File: src/rtl/game_state_ctrl_pkg.sv
// Shared definitions for the Duck Hunt game sequencer and its colour path.
package game_state_ctrl_pkg;

  // Display state encodings; color_mapper decodes the same 3-bit values.
  typedef enum logic [2:0] {
    ST_TITLE    = 3'b000,
    ST_INTRO    = 3'b001,
    ST_FLIGHT   = 3'b010,
    ST_OVER     = 3'b011,
    ST_SHOT     = 3'b100,
    ST_ESCAPE   = 3'b101,
    ST_RETRIEVE = 3'b110
  } state_t;

  // Width of the frame counters; wide enough for any phase length in frames.
  localparam int TIMER_W = 16;

  // Default game tuning.
  localparam int DEF_SHOTS_PER_DUCK  = 3;
  localparam int DEF_DUCKS_PER_ROUND = 10;
  localparam int DEF_PASS_HITS       = 6;
  localparam int DEF_INTRO_FRAMES    = 120;
  localparam int DEF_FLIGHT_FRAMES   = 300;
  localparam int DEF_FALL_FRAMES     = 60;
  localparam int DEF_ESCAPE_FRAMES   = 60;
  localparam int DEF_RETRIEVE_FRAMES = 90;
  localparam int DEF_OVER_FRAMES     = 240;
  localparam int DEF_FLASH_FRAMES    = 4;

  // Increment a 4-bit counter, holding at 15 instead of wrapping.
  function automatic logic [3:0] sat_inc4(input logic [3:0] v);
    return (v == 4'hF) ? v : v + 4'd1;
  endfunction

endpackage

File: src/rtl/game_state_ctrl_if.sv
// Handshake bundle between input logic, the game sequencer and the colour path.
interface game_state_ctrl_if;
  import game_state_ctrl_pkg::*;

  logic       frame_tick;
  logic       start;
  logic       trigger;
  logic       hit;
  state_t     state;
  logic       shot;
  logic [2:0] num_shots;
  logic [3:0] hits;
  logic [3:0] ducks_done;
  logic [3:0] round;
  logic       duck_launch;
  logic       score_add;

  // Driver side: input logic feeding the sequencer and observing its outputs.
  modport master (
    output frame_tick, start, trigger, hit,
    input  state, shot, num_shots, hits, ducks_done, round, duck_launch, score_add
  );

  // Sequencer side.
  modport slave (
    input  frame_tick, start, trigger, hit,
    output state, shot, num_shots, hits, ducks_done, round, duck_launch, score_add
  );
endinterface

File: src/rtl/game_state_ctrl_frame_timer.sv
// Frame counter: clears on request, counts frame ticks, flags the tick that
// completes tc_i frames. done_o does not depend on clear_i so the caller can
// derive its clear from a decision that itself uses done_o.
module game_state_ctrl_frame_timer
  import game_state_ctrl_pkg::*;
(
  input  logic               Clk,
  input  logic               Reset,
  input  logic               clear_i,
  input  logic               tick_i,
  input  logic [TIMER_W-1:0] tc_i,
  output logic               done_o
);

  logic [TIMER_W-1:0] count_q;
  logic [TIMER_W-1:0] count_d;

  // Next count: clear wins over tick; hold at all-ones rather than wrap.
  always_comb begin
    count_d = count_q;
    if (clear_i) begin
      count_d = {TIMER_W{1'b0}};
    end else if (tick_i && (count_q != {TIMER_W{1'b1}})) begin
      count_d = count_q + TIMER_W'(1);
    end else begin
      count_d = count_q;
    end
  end

  // Counter register.
  always_ff @(posedge Clk or posedge Reset) begin
    if (Reset) begin
      count_q <= {TIMER_W{1'b0}};
    end else begin
      count_q <= count_d;
    end
  end

  assign done_o = tick_i && (count_q == (tc_i - TIMER_W'(1)));

endmodule

File: src/rtl/game_state_ctrl.sv
// Duck Hunt game sequencer: phase FSM, start edge detect, shot flash and
// per-round shot/hit/duck/round bookkeeping. All outputs are registered.
module game_state_ctrl
  import game_state_ctrl_pkg::*;
#(
  parameter int SHOTS_PER_DUCK  = DEF_SHOTS_PER_DUCK,
  parameter int DUCKS_PER_ROUND = DEF_DUCKS_PER_ROUND,
  parameter int PASS_HITS       = DEF_PASS_HITS,
  parameter int INTRO_FRAMES    = DEF_INTRO_FRAMES,
  parameter int FLIGHT_FRAMES   = DEF_FLIGHT_FRAMES,
  parameter int FALL_FRAMES     = DEF_FALL_FRAMES,
  parameter int ESCAPE_FRAMES   = DEF_ESCAPE_FRAMES,
  parameter int RETRIEVE_FRAMES = DEF_RETRIEVE_FRAMES,
  parameter int OVER_FRAMES     = DEF_OVER_FRAMES,
  parameter int FLASH_FRAMES    = DEF_FLASH_FRAMES
) (
  input logic               Clk,
  input logic               Reset,
  game_state_ctrl_if.slave  bus
);

  state_t             state_q, state_d;
  logic               start_q;
  logic               shot_q, shot_d;
  logic [2:0]         num_shots_q, num_shots_d;
  logic [3:0]         hits_q, hits_d;
  logic [3:0]         ducks_q, ducks_d;
  logic [3:0]         round_q, round_d;
  logic               launch_q, launch_d;
  logic               score_q, score_d;

  logic               start_rise_s;
  logic               trig_acc_s;
  logic               phase_clear_s;
  logic               phase_done_s;
  logic               flash_done_s;
  logic               last_duck_s;
  logic               title_entry_s;
  logic [TIMER_W-1:0] phase_tc_s;

  assign start_rise_s  = bus.start && !start_q;
  assign trig_acc_s    = (state_q == ST_FLIGHT) && bus.trigger &&
                         (num_shots_q < 3'(SHOTS_PER_DUCK));
  assign phase_clear_s = (state_d != state_q);
  assign title_entry_s = (state_d == ST_TITLE) && (state_q != ST_TITLE);
  assign last_duck_s   = !(({1'b0, ducks_q} + 5'd1) < 5'(DUCKS_PER_ROUND));

  // Phase length for the current state.
  always_comb begin
    phase_tc_s = {TIMER_W{1'b1}};
    case (state_q)
      ST_INTRO:    phase_tc_s = TIMER_W'(INTRO_FRAMES);
      ST_FLIGHT:   phase_tc_s = TIMER_W'(FLIGHT_FRAMES);
      ST_SHOT:     phase_tc_s = TIMER_W'(FALL_FRAMES);
      ST_ESCAPE:   phase_tc_s = TIMER_W'(ESCAPE_FRAMES);
      ST_RETRIEVE: phase_tc_s = TIMER_W'(RETRIEVE_FRAMES);
      ST_OVER:     phase_tc_s = TIMER_W'(OVER_FRAMES);
      default:     phase_tc_s = {TIMER_W{1'b1}};
    endcase
  end

  game_state_ctrl_frame_timer u_phase_timer (
    .Clk     (Clk),
    .Reset   (Reset),
    .clear_i (phase_clear_s),
    .tick_i  (bus.frame_tick),
    .tc_i    (phase_tc_s),
    .done_o  (phase_done_s)
  );

  // The flash timer restarts on every accepted trigger.
  game_state_ctrl_frame_timer u_flash_timer (
    .Clk     (Clk),
    .Reset   (Reset),
    .clear_i (trig_acc_s),
    .tick_i  (bus.frame_tick),
    .tc_i    (TIMER_W'(FLASH_FRAMES)),
    .done_o  (flash_done_s)
  );

  // State register plus all registered outputs. start_q resets high so a
  // button already held through reset is not seen as a fresh press.
  always_ff @(posedge Clk or posedge Reset) begin
    if (Reset) begin
      state_q     <= ST_TITLE;
      start_q     <= 1'b1;
      shot_q      <= 1'b0;
      num_shots_q <= 3'd0;
      hits_q      <= 4'd0;
      ducks_q     <= 4'd0;
      round_q     <= 4'd1;
      launch_q    <= 1'b0;
      score_q     <= 1'b0;
    end else begin
      state_q     <= state_d;
      start_q     <= bus.start;
      shot_q      <= shot_d;
      num_shots_q <= num_shots_d;
      hits_q      <= hits_d;
      ducks_q     <= ducks_d;
      round_q     <= round_d;
      launch_q    <= launch_d;
      score_q     <= score_d;
    end
  end

  // Next-state decision. A trigger is resolved before a flight timeout; a
  // miss that coincides with the timeout still lets the duck escape.
  always_comb begin
    state_d = state_q;
    case (state_q)
      ST_TITLE: begin
        if (start_rise_s) state_d = ST_INTRO;
        else              state_d = state_q;
      end
      ST_INTRO: begin
        if (phase_done_s) state_d = ST_FLIGHT;
        else              state_d = state_q;
      end
      ST_FLIGHT: begin
        if (trig_acc_s && bus.hit) begin
          state_d = ST_SHOT;
        end else if (trig_acc_s && ((num_shots_q + 3'd1) == 3'(SHOTS_PER_DUCK))) begin
          state_d = ST_ESCAPE;
        end else if (phase_done_s) begin
          state_d = ST_ESCAPE;
        end else begin
          state_d = state_q;
        end
      end
      ST_SHOT, ST_ESCAPE: begin
        if (phase_done_s) state_d = ST_RETRIEVE;
        else              state_d = state_q;
      end
      ST_RETRIEVE: begin
        if (!phase_done_s)                   state_d = state_q;
        else if (!last_duck_s)               state_d = ST_FLIGHT;
        else if (hits_q >= 4'(PASS_HITS))    state_d = ST_INTRO;
        else                                 state_d = ST_OVER;
      end
      ST_OVER: begin
        if (phase_done_s || start_rise_s) state_d = ST_TITLE;
        else                              state_d = state_q;
      end
      default: state_d = ST_TITLE;
    endcase
  end

  // Counter, flash and pulse updates that accompany each transition.
  always_comb begin
    num_shots_d = num_shots_q;
    hits_d      = hits_q;
    ducks_d     = ducks_q;
    round_d     = round_q;
    launch_d    = 1'b0;
    score_d     = 1'b0;
    case (state_q)
      ST_TITLE: begin
        if (start_rise_s) begin
          num_shots_d = 3'd0;
          hits_d      = 4'd0;
          ducks_d     = 4'd0;
          round_d     = 4'd1;
        end else begin
          round_d     = round_q;
        end
      end
      ST_INTRO: begin
        if (phase_done_s) launch_d = 1'b1;
        else              launch_d = 1'b0;
      end
      ST_FLIGHT: begin
        if (trig_acc_s) begin
          num_shots_d = num_shots_q + 3'd1;
          if (bus.hit) begin
            hits_d  = hits_q + 4'd1;
            score_d = 1'b1;
          end else begin
            score_d = 1'b0;
          end
        end else begin
          num_shots_d = num_shots_q;
        end
      end
      ST_RETRIEVE: begin
        if (phase_done_s) begin
          num_shots_d = 3'd0;
          ducks_d     = ducks_q + 4'd1;
          if (!last_duck_s) begin
            launch_d = 1'b1;
          end else if (hits_q >= 4'(PASS_HITS)) begin
            round_d = sat_inc4(round_q);
            hits_d  = 4'd0;
            ducks_d = 4'd0;
          end else begin
            launch_d = 1'b0;
          end
        end else begin
          ducks_d = ducks_q;
        end
      end
      default: begin
        num_shots_d = num_shots_q;
      end
    endcase

    if (title_entry_s)                shot_d = 1'b0;
    else if (trig_acc_s)              shot_d = 1'b1;
    else if (shot_q && flash_done_s)  shot_d = 1'b0;
    else                              shot_d = shot_q;
  end

  assign bus.state       = state_q;
  assign bus.shot        = shot_q;
  assign bus.num_shots   = num_shots_q;
  assign bus.hits        = hits_q;
  assign bus.ducks_done  = ducks_q;
  assign bus.round       = round_q;
  assign bus.duck_launch = launch_q;
  assign bus.score_add   = score_q;

endmodule

File: src/flat_wrapper.sv
// flat-port wrapper written by rule: the top's interface ports become plain ports
module game_state_ctrl_flat import game_state_ctrl_pkg::*;
#(
  parameter int SHOTS_PER_DUCK  = DEF_SHOTS_PER_DUCK,
  parameter int DUCKS_PER_ROUND = DEF_DUCKS_PER_ROUND,
  parameter int PASS_HITS       = DEF_PASS_HITS,
  parameter int INTRO_FRAMES    = DEF_INTRO_FRAMES,
  parameter int FLIGHT_FRAMES   = DEF_FLIGHT_FRAMES,
  parameter int FALL_FRAMES     = DEF_FALL_FRAMES,
  parameter int ESCAPE_FRAMES   = DEF_ESCAPE_FRAMES,
  parameter int RETRIEVE_FRAMES = DEF_RETRIEVE_FRAMES,
  parameter int OVER_FRAMES     = DEF_OVER_FRAMES,
  parameter int FLASH_FRAMES    = DEF_FLASH_FRAMES
)
  (Clk, Reset, bus_frame_tick, bus_start, bus_trigger, bus_hit, bus_state, bus_shot, bus_num_shots, bus_hits, bus_ducks_done, bus_round, bus_duck_launch, bus_score_add);
  game_state_ctrl_if bus_i ();
  input logic Clk;
  input logic Reset;
  input wire logic [$bits(bus_i.frame_tick)-1:0] bus_frame_tick;
  input wire logic [$bits(bus_i.start)-1:0] bus_start;
  input wire logic [$bits(bus_i.trigger)-1:0] bus_trigger;
  input wire logic [$bits(bus_i.hit)-1:0] bus_hit;
  output wire logic [$bits(bus_i.state)-1:0] bus_state;
  output wire logic [$bits(bus_i.shot)-1:0] bus_shot;
  output wire logic [$bits(bus_i.num_shots)-1:0] bus_num_shots;
  output wire logic [$bits(bus_i.hits)-1:0] bus_hits;
  output wire logic [$bits(bus_i.ducks_done)-1:0] bus_ducks_done;
  output wire logic [$bits(bus_i.round)-1:0] bus_round;
  output wire logic [$bits(bus_i.duck_launch)-1:0] bus_duck_launch;
  output wire logic [$bits(bus_i.score_add)-1:0] bus_score_add;
  assign bus_i.frame_tick = bus_frame_tick;
  assign bus_i.start = bus_start;
  assign bus_i.trigger = bus_trigger;
  assign bus_i.hit = bus_hit;
  assign bus_state = bus_i.state;
  assign bus_shot = bus_i.shot;
  assign bus_num_shots = bus_i.num_shots;
  assign bus_hits = bus_i.hits;
  assign bus_ducks_done = bus_i.ducks_done;
  assign bus_round = bus_i.round;
  assign bus_duck_launch = bus_i.duck_launch;
  assign bus_score_add = bus_i.score_add;
  game_state_ctrl #(.SHOTS_PER_DUCK(SHOTS_PER_DUCK), .DUCKS_PER_ROUND(DUCKS_PER_ROUND), .PASS_HITS(PASS_HITS), .INTRO_FRAMES(INTRO_FRAMES), .FLIGHT_FRAMES(FLIGHT_FRAMES), .FALL_FRAMES(FALL_FRAMES), .ESCAPE_FRAMES(ESCAPE_FRAMES), .RETRIEVE_FRAMES(RETRIEVE_FRAMES), .OVER_FRAMES(OVER_FRAMES), .FLASH_FRAMES(FLASH_FRAMES)) u_core (.Clk(Clk), .Reset(Reset), .bus(bus_i));
endmodule
File: config.mk
export PLATFORM = sky130hd
export DESIGN_NAME = game_state_ctrl_flat
export DESIGN_NICKNAME = d
export VERILOG_FILES = /design/src/rtl/game_state_ctrl_pkg.sv /design/src/rtl/game_state_ctrl_if.sv /design/src/rtl/game_state_ctrl_frame_timer.sv /design/src/rtl/game_state_ctrl.sv /design/src/flat_wrapper.sv
export SDC_FILE = /design/constraint.sdc
export NUM_CORES = 1
export LEC_CHECK = 0
export ABC_CLOCK_PERIOD_IN_PS = 3000
export CELL_PAD_IN_SITES_DETAIL_PLACEMENT = 2
export CELL_PAD_IN_SITES_GLOBAL_PLACEMENT = 2
export CORE_UTILIZATION = 39
export DETAILED_ROUTE_END_ITERATION = 6
export DONT_BUFFER_PORTS = 1
export PLACE_DENSITY = 0.82
export SLEW_MARGIN = 20
export SYNTH_ARGS = -nofsm -noshare
export SYNTH_HDL_FRONTEND = slang
export SYNTH_SLANG_ARGS = --single-unit
export TNS_END_PERCENT = 100
File: constraint.sdc
create_clock -name Clk -period 3 [get_ports Clk]
set_input_delay 0.75 -clock Clk [delete_from_list [all_inputs] [get_ports Clk]]
set_output_delay 0.75 -clock Clk [all_outputs]
set_load 0.03 [all_outputs]
==> metrics.cfg <==
[routing]
first_iter_violations = 110
via_count = 2669
route.detailed.vias_per_inst = 5.78
drtPass1Iterations = 4
drt_wl_total_mm = 9.23
drc = 0
wl_per_cell_um = 20.0
drt.antenna.violating_nets = 0

[floorplanning]
io-pin-count = 27
rows = 32
dieArea_um2 = 8410
core_region_area_um2 = 7770
initial_core_util = 0.404
die_w_um = 91.7
fp.dieH_um = 91.7

[logic_synthesis]
ys_seq_area_frac = 0.432
synth-compound-area-share = 0.146
synthesis.nets = 369
yosysTopAreaCellShare = 0.415
total_standard_cell_area_after_synthesis_um2 = 3140
largest_area_contributor_in_the_netlist = sky130_fd_sc_hd__dfrtp_1
synth.distinct_cells = 54
post_synth_mux_area_share = 0.00997
syn-mean-instance-area_um2 = 8.84
synth_top_flop_cell = sky130_fd_sc_hd__dfrtp_1
number_of_flops_mapped_to_enable_cells_by_yosys = 0
synth-async-reset-ratio = 1.00
netlist_instances = 355
share_of_the_synthesized_netlist_area_taken_by_xor_and_xnor_gates = 0.0866
synth.area.top_cells = sky130_fd_sc_hd__dfrtp_1 (41%), sky130_fd_sc_hd__nor2_1 (7.7%), sky130_fd_sc_hd__xor2_1 (5.6%)
synth_adder_area_share = 0.0319
synth_top_family_by_area = simple AND/OR/NAND/NOR gates
yosys.area_share.simple = 0.258
synth-seq-cells = 54
yosys_warnings = 0

[timing]
worst-slew-pin-transition_ns = 0.847
report.final.hold_viol_count = 0
clock_period_minus_worst_slack_ns = 2.64
min_period_over_period = 0.882
grt_setup_unrepaired = no
max_clock_freq_ghz = 0.378
final-setup-viol-count = 0
slew_limit_headroom = 0.430
fin_tns_setup_ns = 0
fin_worst_skew_ns = 0.0105
slew_violations = 0

[worst_setup_path]
r2r.worst_path.cells = 8
levels_on_crit_path = 8
timing.reg2reg.setup_slack_ns = 0.36
worstSetupEndpoint = u_core.bus.ducks_done[3]
cp-startpoint = u_core.bus.state[1]
crit_required_ns = 3.22
worst_path_largest_cell_delay_ns = 0.60
critical_path.endpoint_type = register
cpMostUsedCell = sky130_fd_sc_hd__nor2_1
crit_family = simple AND/OR/NAND/NOR gates
r2r_start = u_core.bus.state[1]
worstPathMaxFanout = 12
setup.worst_path.class = reg -> reg
worstReg2RegEnd = u_core.bus.ducks_done[3]
slowest_cell_on_the_critical_path = sky130_fd_sc_hd__dfrtp_1
crit_path_cell_trace = buf_4 > nand2b_1 > a22oi_1 > nor2_1 > nor2_1 > nand4_2 > or2_1 > o31ai_1
worst-endpoint-arrival_ns = 2.86
crit_buf_inv = 1
crit_path_start_kind = register

[finish]
antenna_cells_inserted = 0
final_cell_mix = sky130_fd_sc_hd__nor2_1 (64), sky130_fd_sc_hd__dfrtp_1 (52), sky130_fd_sc_hd__nand2_1 (33)
drive_above_1_share = 0.0722
layout.nets = 373
layout.cells.most_common = sky130_fd_sc_hd__nor2_1
growth_of_design_area_from_synthesis_to_finish_pct = 8.90
fin_area_um2 = 3420

[cts]
clockRootBuffer = sky130_fd_sc_hd__clkbuf_8
clockBufferDepth = 2
clock_latency_ns = 0.32
tritoncts.num_buffers = 5
clk_pin_slew_worst_paths_ns = 0.10
post_cts.repair.setup_buffers = 0
number_of_instances_resized_during_post_cts_repair = 0
cts_max_level = 2
tritoncts_clock_tree = yes
clock_tree_sinks = 54
ctsHoldBuffers = 0

[placement]
dpl.hpwl_mm = 6.80
placed_cell_areas_um2 = 3270
portBuffers = 0
place_congestion = 0.770

[job]
cap_viol_max_count = 0

[grt]
number_of_global_route_vias_before_repair = 3000
grt_antenna_before_repair = 0
maximum_number_of_pins_on_one_net_before_global_route_repair = 26
grt_util_all_layers = 0.237
global_route_wire_length_before_repair_mm = 15.7
overflow = 0

[power_and_ir_drop]
power_density_nw_per_um2 = 579
leakage_nw = 1.44
worst_ir_drop_vdd_v = 0.000249

[worst_hold_path]
worstHoldPathType = in -> async

[status]
run_status = finished clean

[layout make-up]
cell class                 count  area (µm²)
timing repair buffer           8        60.1
clock buffer                   6        82.6
tap                          102         128
fill                         854        4350
inverter                      16        60.1
clock inverter                 2        60.1
multi-input combinational    274        1670
sequential                    54        1350
[synth_stat cells, drive strengths merged, types with 2 or more instances]
master and n:
o22ai 2, nor2b 5, o21a 3, nor2 65, nand3 10, and3 2
nor4b 2, a21boi 2, xor2 20, a211oi 4, a22oi 3, o211ai 4
nand2b 3, inv 16, xnor2 11, or3 2, nand4 19, nand2 33
clkbuf 7, dfrtp 52, o21ai 13, and4 3, a21oi 17, dfstp 2
nor3 7, mux2i 2, a31oi 7, buf 4, nand3b 2, ha 8
a2bb2oi 2, nor4 7, o31ai 4
[report_power, final]
part	internal, mW	leakage [nW]	switching, mW
sequential	0.816	0.723	0.173
clock	0.356	0.0714	0.257
combinational	0.147	0.647	0.229
total	1.32	1.44	0.659
[worst min path at each step]
stage | end | start | depth (start not counted) | slack (ns)
after detailed placement | u_core.u_flash_timer.count_q[11] | u_core.u_flash_timer.count_q[11] | 2 | 0.57
after global placement | u_core.u_flash_timer.count_q[11] | u_core.u_flash_timer.count_q[11] | 2 | 0.55
after global routing | u_core.u_flash_timer.count_q[4] | Reset | 1 | 0.24
after CTS | u_core.u_flash_timer.count_q[3] | Reset | 1 | 0.24
after floorplan | u_core.u_flash_timer.count_q[11] | u_core.u_flash_timer.count_q[11] | 2 | 0.52
final | u_core.u_flash_timer.count_q[3] | Reset | 1 | 0.24
[sequential cells by signal, indices dropped and copies added, names as in the netlist]
signal and count:
u_core.bus.score_add 1, u_core.bus.ducks_done 4, u_core.bus.state 3, u_core.start_q 1
u_core.bus.num_shots 3, u_core.bus.hits 4, u_core.bus.shot 1, u_core.u_flash_timer.count_q 16
u_core.bus.duck_launch 1, u_core.u_phase_timer.count_q 16, u_core.bus.round 4
[stage by stage]
step | util | power (mW) | setup slack (ns) | hold WS [ns] | std cells
6_report | 0.440 | 1.98 | 0.355 | 0.240 | 462
5_1_grt | 0.440 | 2.09 | 0.138 | 0.245 | 462
4_1_cts | 0.440 | 2.00 | 0.353 | 0.243 | 462
3_5_place_dp | 0.421 | 1.38 | 0.411 | 0.570 | 454
3_3_place_gp | 0.421 | 1.34 | 0.571 | 0.553 | 454
2_1_floorplan | - | 1.25 | 0.619 | 0.519 | 355
[worst register-to-register path: stages (launching register included)]
cell and delay [ns]:
sky130_fd_sc_hd__dfrtp_1 0.60, sky130_fd_sc_hd__buf_4 0.27, sky130_fd_sc_hd__nand2b_1 0.14, sky130_fd_sc_hd__a22oi_1 0.26
sky130_fd_sc_hd__nor2_1 0.12, sky130_fd_sc_hd__nor2_1 0.28, sky130_fd_sc_hd__nand4_2 0.30, sky130_fd_sc_hd__or2_1 0.35
sky130_fd_sc_hd__o31ai_1 0.22
[per-layer routing]
layer  vias up  track usage  routed length [µm]
met1      1371        0.303                4270
met2        26        0.412                4650
met5         -            0                   0
li1       1263            -                   -
met3         9       0.0423                 214
met4         0       0.0595                  96
[cell families (layout without fill, tap and decap cells)]
group                      Yosys count  count (layout)
and+or+nand+nor                    165             165
muxes                                3               3
adders and majority gates            8               8
xor gates and xnor gates            31              31
AOI/OAI and AO/OA                   67              67
buffers and inverters               27              32
DFF                                 54              54
Note: power is estimated with default switching activity, not from simulation.
